<file path="src/rtl/fifo2gmii.sv">
// Drains 72-bit masked words from a FWFT port FIFO onto GMII: preamble, SFD, payload bytes,
// then an inter-frame gap. An underrun marks the frame with tx_er and discards its remainder.
module fifo2gmii #(
  parameter int unsigned IFG_BYTES    = 12,
  parameter int unsigned PREAMBLE_LEN = 7
) (
  input  logic        sys_clk,
  input  logic        sys_rst,
  input  logic [71:0] dout,
  input  logic        empty,
  output logic        rd_en,
  output logic [7:0]  gmii_txd,
  output logic        gmii_tx_en,
  output logic        gmii_tx_er,
  output logic [31:0] tx_frames,
  output logic [15:0] tx_underruns
);

  typedef enum logic [2:0] {StIdle, StPreamble, StSfd, StData, StDrop, StIfg} state_e;

  state_e      state;
  logic [2:0]  lane;
  logic [3:0]  pre_cnt;
  logic [7:0]  ifg_cnt;

  logic [7:0]  mask;
  logic [63:0] data;
  logic [3:0]  nvalid;
  logic        run;
  logic        last_lane;
  logic        is_last_word;
  logic        ifg_done;
  logic [7:0]  cur_byte;

  assign mask         = dout[71:64];
  assign data         = dout[63:0];
  assign is_last_word = (mask != 8'hFF);
  assign cur_byte     = data[{~lane, 3'b000} +: 8];
  assign last_lane    = (({1'b0, lane} + 4'd1) == nvalid);
  // ifg_cnt counts idle wire cycles already committed; the IDLE cycle supplies the final one.
  assign ifg_done     = (({1'b0, ifg_cnt} + 9'd2) >= 9'(IFG_BYTES));

  // Valid bytes are the leading ones of the mask; anything after the first zero is ignored.
  always_comb begin
    nvalid = 4'd0;
    run    = 1'b1;
    for (int i = 7; i >= 0; i--) begin
      run    = run & mask[i];
      nvalid = nvalid + {3'b000, run};
    end
  end

  always_comb begin
    rd_en = 1'b0;
    if (sys_rst && !empty) begin
      unique case (state)
        StIdle:  rd_en = (mask == 8'h00);
        StData:  rd_en = (nvalid == 4'd0) || last_lane;
        StDrop:  rd_en = 1'b1;
        default: rd_en = 1'b0;
      endcase
    end
  end

  always_ff @(posedge sys_clk or negedge sys_rst) begin
    if (!sys_rst) begin
      state        <= StIdle;
      lane         <= 3'd0;
      pre_cnt      <= 4'd0;
      ifg_cnt      <= 8'd0;
      gmii_txd     <= 8'h00;
      gmii_tx_en   <= 1'b0;
      gmii_tx_er   <= 1'b0;
      tx_frames    <= 32'd0;
      tx_underruns <= 16'd0;
    end else begin
      gmii_tx_er <= 1'b0;
      unique case (state)
        StIdle: begin
          gmii_tx_en <= 1'b0;
          gmii_txd   <= 8'h00;
          if (!empty && (mask != 8'h00)) begin
            state   <= StPreamble;
            pre_cnt <= 4'd0;
          end
        end
        StPreamble: begin
          gmii_tx_en <= 1'b1;
          gmii_txd   <= 8'h55;
          if (pre_cnt == 4'(PREAMBLE_LEN - 1)) begin
            state   <= StSfd;
            pre_cnt <= 4'd0;
          end else begin
            pre_cnt <= pre_cnt + 4'd1;
          end
        end
        StSfd: begin
          gmii_tx_en <= 1'b1;
          gmii_txd   <= 8'hD5;
          lane       <= 3'd0;
          state      <= StData;
        end
        StData: begin
          if (empty) begin
            gmii_tx_en   <= 1'b1;
            gmii_tx_er   <= 1'b1;
            gmii_txd     <= 8'h00;
            tx_underruns <= tx_underruns + 16'd1;
            lane         <= 3'd0;
            state        <= StDrop;
          end else if (nvalid == 4'd0) begin
            // Terminator: consumed in a dead cycle, which already counts toward the gap.
            gmii_tx_en <= 1'b0;
            gmii_txd   <= 8'h00;
            tx_frames  <= tx_frames + 32'd1;
            lane       <= 3'd0;
            ifg_cnt    <= 8'd1;
            state      <= StIfg;
          end else begin
            gmii_tx_en <= 1'b1;
            gmii_txd   <= cur_byte;
            if (last_lane) begin
              lane <= 3'd0;
              if (is_last_word) begin
                tx_frames <= tx_frames + 32'd1;
                ifg_cnt   <= 8'd0;
                state     <= StIfg;
              end
            end else begin
              lane <= lane + 3'd1;
            end
          end
        end
        StDrop: begin
          gmii_tx_en <= 1'b0;
          gmii_txd   <= 8'h00;
          if (!empty && is_last_word) begin
            ifg_cnt <= 8'd1;
            state   <= StIfg;
          end
        end
        StIfg: begin
          gmii_tx_en <= 1'b0;
          gmii_txd   <= 8'h00;
          if (ifg_done) begin
            ifg_cnt <= 8'd0;
            state   <= StIdle;
          end else begin
            ifg_cnt <= ifg_cnt + 8'd1;
          end
        end
        default: state <= StIdle;
      endcase
    end
  end

endmodule

</file>
<file path="config.mk">
export PLATFORM = sky130hd
export DESIGN_NAME = fifo2gmii
export DESIGN_NICKNAME = d
export VERILOG_FILES = /design/src/rtl/fifo2gmii.sv
export SDC_FILE = /design/constraint.sdc
export NUM_CORES = 1
export LEC_CHECK = 0
export CAP_MARGIN = 20
export CORE_ASPECT_RATIO = 0.7
export CORE_UTILIZATION = 60
export DETAILED_ROUTE_END_ITERATION = 16
export DONT_BUFFER_PORTS = 1
export PLACE_DENSITY = 0.77
export SLEW_MARGIN = 20
export SYNTH_ARGS = -nofsm -noshare
export SYNTH_HDL_FRONTEND = slang
export SYNTH_SLANG_ARGS = --single-unit
</file>
<file path="constraint.sdc">
create_clock -name sys_clk -period 10.55 [get_ports sys_clk]
set_clock_uncertainty 0.15 [all_clocks]
set_input_delay 1.055 -clock sys_clk [delete_from_list [all_inputs] [get_ports sys_clk]]
set_output_delay 1.055 -clock sys_clk [all_outputs]
set_load 0.01 [all_outputs]
</file>
==> flow_metrics.env, run 1 <==
export IMPL_status="finished clean"
export IMPL_swShare_pct=38.1
export IMPL_cp_cell_sequence="and4_1 > and2_1 > fa_1 > inv_1 > fa_1 > inv_1 > fa_1 > ha_1 > fa_1 > xor2_2 > a2111oi_2 > o21ai_0 > o31a_1 > nor3b_1"
export IMPL_ios=134
export IMPL_nFillCells=560
export IMPL_critPathLaunchType="primary input"
export IMPL_synthArstFlopShare_pct=100
export IMPL_area_growth_syn_to_layout_pct=5.33
export IMPL_internal_power_uw=607
export IMPL_die_area_um2=7990
export IMPL_relSlewSlack_pct=49.4
export IMPL_fin_crit_sh_pct=59.9
export IMPL_crit_path_frequent_cell="fa_1"
export IMPL_clock_latency_ns=0.35
export IMPL_rows=26
export IMPL_ys_flop_type="dfrtp_1"
export IMPL_fmax_mhz=158
export IMPL_root_buffer="clkbuf_8"
export IMPL_grt_pass1_vias=3135
export IMPL_routed_wl_um=10200
export IMPL_p_sw_uw=374
export IMPL_initialDrtViolationCount=234
export IMPL_synth_enable_flop_cells=0
export IMPL_critPathBufInv=2
export IMPL_slowest_delay_ns=0.68
export IMPL_drive_gt1_share_pct=13.0
export IMPL_cp_max_fo=7
export IMPL_critical_path_top_delay_family="adder cells"
export IMPL_rsz0062_at_grt="no"
export IMPL_core_area_um2=7350
export IMPL_cp_arrival_ns=5.11
export IMPL_cts_sinks=76
export IMPL_criticalPathCategory="primary input to output port"
export IMPL_hold_slack_ns=0.236
export IMPL_worst_path_max_delay_cell="a2111oi_2"
export IMPL_grt_max_degree=78
export IMPL_drc=0
export IMPL_cts_made_buffers=9
export IMPL_ys_warn_count=0
export IMPL_ir_worst_vdd_uv=116
export IMPL_hold_path_class="primary input to async pin"
export IMPL_cp_data_required_time_ns=9.35
export IMPL_track_usage_pct=26.0
export IMPL_p_leak_nw=2.16
export IMPL_post_cts_resized=0
export IMPL_port_buffers=0
export IMPL_comb_power_share_pct=29.2
export IMPL_place_gp_congestion=0.819
export IMPL_grt_pass1_wl_um=15800
export IMPL_setup_tns_ns=0
export IMPL_worst_pin_slew_ns=0.759
export IMPL_postCtsHoldBufs=0
export IMPL_period_needed_ns=6.32
export IMPL_cp_end_kind="output port"
export IMPL_drtPass1Iterations=4
export IMPL_cts_tree="yes"
export IMPL_dpl_hpwl_um=7490
export IMPL_ys_seq_area_share_pct=41.5
export IMPL_avgRoutedWirePerCell_um=19.2
export IMPL_die_w_um=106
export IMPL_grt_ovfl_total=0
export IMPL_finalNetCount=516
export IMPL_syn_inst=434
export IMPL_cts_setup_buffers=0
export IMPL_dieHeight_um=75.1
export IMPL_n_antenna_cell=0
export IMPL_ys_ff_latch=76
export IMPL_vias=3395
export IMPL_slew_violations=0
export IMPL_power_frac_seq_pct=46.8
export IMPL_power_share_clock_pct=24.0
export IMPL_hold_viol=0
export IMPL_synth_area_per_cell_um2=10.6
export IMPL_antenna_found_initial=0
export IMPL_start_util_pct=62.3
export IMPL_htreeDepth=3
export IMPL_ant_nets=0
export IMPL_yosysUniqueCellTypes=53
export IMPL_syn_cell_area_um2=4580
export IMPL_cts_max_path_buffers=2
export IMPL_path_clk_slew_ns=0.08
export IMPL_drv_cap=0
export IMPL_powerDensity_nw_per_um2=203
export IMPL_power_uw=980
export IMPL_setup_viol=0
export IMPL_synth_fp_nets=524
export IMPL_vias_per_cell=6.43
routing by layer:
metal / up-vias / GRT usage, % / wire length (um)
li1: 1547 / - / -
met1: 1708 / 34.0 / 4400
met2: 119 / 41.6 / 4800
met3: 21 / 7.19 / 685
met4: 0 / 11.3 / 267
met5: - / 0 / 0
layout make-up:
| class | instances | area, um2 | share of cell area, % |
|---|---|---|---|
| multi-input cells | 323 | 2530 | 52.4 |
| clock buffers | 10 | 128 | 2.65 |
| well taps | 98 | 123 | 2.54 |
| clock inverters | 5 | 77.6 | 1.61 |
| repair buffers | 1 | 7.51 | 0.156 |
| inverters | 15 | 56.3 | 1.17 |
| flip-flops and latches | 76 | 1900 | 39.4 |
power by group through the flow:
stage	Clock, mW	Sequential (mW)	Combinational, mW
2_1_floorplan	0	0.404	0.280
3_3_place_gp	0	0.459	0.271
3_5_place_dp	0	0.463	0.284
4_1_cts	0.239	0.458	0.286
5_1_grt	0.251	0.471	0.319
6_report	0.235	0.459	0.286
cell families (layout without fill, tap and decap cells):
| group | count (synthesis) | after routing | share of synthesized area (%) |
|---|---|---|---|
| simple gates | 164 | 164 | 20.7 |
| flops | 76 | 76 | 41.5 |
| compound gates | 61 | 61 | 8.41 |
| xor+xnor | 56 | 56 | 10.9 |
| buf+inv | 35 | 31 | 3.25 |
| mux | 27 | 27 | 10.5 |
| fa+ha+maj | 15 | 15 | 4.75 |
cells in the final DEF, fill, tap and decap left out, types with 11 or more instances in the layout:
cell	n
a21oi_1	19
and3_1	12
dfrtp_1	75
ha_1	11
inv_1	15
mux4_2	16
nand2_1	36
nand3_1	25
nor2_1	21
nor3_1	16
o21ai_0	21
xnor2_1	21
xor2_1	34
cells in the mapped netlist, drive strengths merged (4+ instances only):
cell / count / share of area (%)
a21oi: 20 / 2.3
and2: 7 / 0.96
and3: 12 / 1.6
and4: 5 / 0.96
buf: 10 / 1.2
clkbuf: 10 / 0.82
dfrtp: 76 / 42
fa: 4 / 1.7
ha: 11 / 3.0
inv: 15 / 1.2
mux2: 7 / 1.7
mux2i: 4 / 0.87
mux4: 16 / 7.9
nand2: 36 / 3.0
nand3: 25 / 2.7
nand4: 9 / 1.4
nor2: 21 / 1.7
nor3: 16 / 1.7
nor3b: 8 / 1.3
nor4: 10 / 2.5
nor4b: 4 / 1.2
o21ai: 21 / 2.3
xnor2: 21 / 4.0
xor2: 35 / 6.9
worst register-to-register path: stages (launching register included):
cell and delay, ns:
dfrtp_1 0.84, ha_1 0.30, xnor2_1 0.18, xnor2_1 0.16, nor4_4 0.42, a21oi_2 0.09
buf_4 0.28, a21boi_1 0.36, mux2_2 0.38
stage by stage:
stage,std cells,util (%),worst slack (ns),cell area (um2)
6_report,528,65.6,4.23,4820
5_1_grt,528,65.6,4.00,4820
4_1_cts,528,65.6,4.23,4820
3_5_place_dp,513,62.8,4.23,4620
3_3_place_gp,513,62.8,4.32,4620
2_1_floorplan,434,-,4.48,4580
flip-flops by register name, indices dropped and copies added (netlist names):
register,count
gmii_tx_en,1
gmii_tx_er,1
gmii_txd,8
ifg_cnt,8
lane,3
pre_cnt,4
state,3
tx_frames,32
tx_underruns,16
final timing paths:
check,from,endpoint,slack [ns],cells past startpoint
max in group asynchronous,sys_rst,tx_underruns[5]$_DFFE_PN0P_,9.89,0
min in group sys_clk,tx_frames[31]$_DFFE_PN0P_,tx_frames[31]$_DFFE_PN0P_,0.38,1
max reg2reg,lane[1]$_DFFE_PN0P_,ifg_cnt[0]$_DFFE_PN0P_,7.27,8
max,dout[68],rd_en,4.23,14
min reg2reg,tx_frames[31]$_DFFE_PN0P_,tx_frames[31]$_DFFE_PN0P_,0.38,1
min,sys_rst,tx_frames[29]$_DFFE_PN0P_,0.24,0
Note: power is estimated with default switching activity, not from simulation.
==> inputs of run 2 (changes only) <==
==> constraint.sdc (replaced) <==
create_clock -name sys_clk -period 6 [get_ports sys_clk]
set_clock_uncertainty 0.15 [all_clocks]
set_input_delay 0.6 -clock sys_clk [delete_from_list [all_inputs] [get_ports sys_clk]]
set_output_delay 0.6 -clock sys_clk [all_outputs]
set_load 0.01 [all_outputs]
==> run 2 against run 1 <==
Against the previous run:
- clock-buffer cell count up 3
- core utilization up 0.29 points
- worst hold slack improved by 0.12 ns
- first-iteration DRC count decreased by 24%
- sequential power increased by 76%
- final cell count rose by 0.57%
- total power rose by 72%
- critical path depth unchanged
- setup slack got worse by 3.7 ns
- combinational power up 77%
- wire length fell by 2.1%
- critical endpoint unchanged
- critical path type unchanged
==> flow_metrics.env, run 2 (synthesized netlist as in run 1, its figures left out) <==
export IMPL_cts_max_path_buffers=2
export IMPL_hold_viol=0
export IMPL_avgRoutedWirePerCell_um=18.7
export IMPL_vias_per_cell=6.17
export IMPL_worst_pin_slew_ns=1.13
export IMPL_slowest_delay_ns=0.69
export IMPL_cp_max_fo=7
export IMPL_criticalPathCategory="primary input to output port"
export IMPL_place_gp_congestion=0.819
export IMPL_p_leak_nw=2.17
export IMPL_htreeDepth=3
export IMPL_grt_pass1_vias=3077
export IMPL_cts_made_buffers=9
export IMPL_final_common_cell="dfrtp_1"
export IMPL_drc=0
export IMPL_drive_gt1_share_pct=13.4
export IMPL_final_cell_mix="75 x dfrtp_1, 36 x nand2_1, 34 x xor2_1"
export IMPL_critPathLaunchType="primary input"
export IMPL_start_util_pct=62.3
export IMPL_largest_register="tx_frames"
export IMPL_ios=134
export IMPL_routed_wl_um=9940
export IMPL_grt_pass1_wl_um=15600
export IMPL_rows=26
export IMPL_slew_violations=0
export IMPL_setup_viol=0
export IMPL_period_needed_ns=5.44
export IMPL_finalNetCount=518
export IMPL_hold_slack_ns=0.358
export IMPL_power_mw=1.68
export IMPL_vias=3277
export IMPL_cts_tree="yes"
export IMPL_grt_ovfl_total=0
export IMPL_area_growth_syn_to_layout_pct=5.79
export IMPL_root_buffer="clkbuf_8"
export IMPL_ir_worst_vdd_uv=188
export IMPL_grt_max_degree=77
export IMPL_ant_nets=0
export IMPL_fin_crit_sh_pct=90.6
export IMPL_status="finished clean"
export IMPL_dieHeight_um=75.1
export IMPL_cp_data_required_time_ns=5.25
export IMPL_clock_latency_ns=0.36
export IMPL_regArea_um2=1900
export IMPL_fmax_mhz=184
export IMPL_cp_arrival_ns=4.69
export IMPL_drtPass1Iterations=4
export IMPL_powerDensity_nw_per_um2=347
export IMPL_cp_cell_sequence="and4_1 > and2_1 > fa_1 > inv_1 > fa_1 > inv_1 > fa_1 > ha_1 > fa_1 > xor2_2 > a2111oi_2 > o21ai_0 > o31a_1 > nor3b_1"
export IMPL_dp_slack_ns=0.491
export IMPL_relSlewSlack_pct=24.9
export IMPL_hold_path_class="primary input to flip-flop"
export IMPL_dpl_hpwl_um=7180
export IMPL_n_antenna_cell=0
export IMPL_die_area_um2=7990
export IMPL_antenna_found_initial=0
export IMPL_nFillCells=583
export IMPL_setup_tns_ns=0
export IMPL_drv_cap=0
export IMPL_cp_end_kind="output port"
export IMPL_postLayoutCoreUtil_pct=65.9
export IMPL_worst_path_max_delay_cell="a2111oi_2"
export IMPL_core_area_um2=7350
export IMPL_cts_setup_buffers=0
export IMPL_cts_sinks=76
export IMPL_path_clk_slew_ns=0.08
export IMPL_port_buffers=0
export IMPL_crit_path_frequent_cell="fa_1"
export IMPL_multi_input_area_um2=2530
export IMPL_initialDrtViolationCount=179
export IMPL_die_w_um=106
export IMPL_largest_register_ffs=32
export IMPL_worst_slack_ns=0.565
export IMPL_track_usage_pct=25.8
export IMPL_rsz0062_at_grt="no"
export IMPL_largestRegisters="tx_frames (32), tx_underruns (16)"
-- run 2: worst max-delay path, delay by kind of cell --
kind                     cells  cell delay [ns]
adder cells (fa/ha/maj)      5             2.01
AND/OR/NAND/NOR              3             0.76
buffers and inverters        2             0.10
XOR/XNOR                     1             0.20
AO/OA/AOI/OAI                3             1.00
-- run 2: final timing paths --
kind / slack [ns] / endpoint / start / cells after the start
max in group asynchronous: 4.75 / lane[0]$_DFFE_PN0P_ / sys_rst / 2
min reg2reg: 0.39 / tx_underruns[15]$_DFFE_PN0P_ / tx_underruns[15]$_DFFE_PN0P_ / 1
min: 0.36 / gmii_tx_en$_DFFE_PN0P_ / empty / 2
min in group asynchronous: 0.65 / tx_frames[7]$_DFFE_PN0P_ / sys_rst / 2
max: 0.56 / rd_en / dout[68] / 14
max reg2reg: 2.55 / tx_frames[29]$_DFFE_PN0P_ / lane[1]$_DFFE_PN0P_ / 8
-- run 2: repair_timing --
action / 4_1_cts / 5_1_grt
gates resized for setup: 0 / 0
hold buffers: 2 / 0
endpoints found under the hold margin: 76 / 0
-- run 2: layer usage --
metal | up-vias | share of wire, % | track usage, %
met3 | 14 | 7.7 | 10.1
met2 | 108 | 46 | 40.3
met5 | - | 0 | 0
li1 | 1551 | - | -
met4 | 0 | 1.3 | 6.24
met1 | 1604 | 45 | 34.4
-- run 2: area by class of cell --
cell class / instances / share of cell area [%]
Clock buffer: 13 / 3.49
Sequential cell: 76 / 39.3
Multi-Input combinational cell: 323 / 52.2
Clock inverter: 3 / 0.413
Tap cell: 98 / 2.53
Timing Repair Buffer: 3 / 0.930
Inverter: 15 / 1.16
-- run 2: where the power goes --
part           internal [mW]  switching (mW)  total (mW)
Sequential             0.601           0.206       0.807
Combinational          0.236           0.270       0.506
Clock                  0.184           0.185       0.369
-- run 2: per-stage QoR --
step / cell area (um2) / cells
global route: 4850 / 531
global placement: 4620 / 513
detailed placement: 4620 / 513
finish: 4850 / 531
CTS: 4840 / 531
floorplan: 4580 / 434
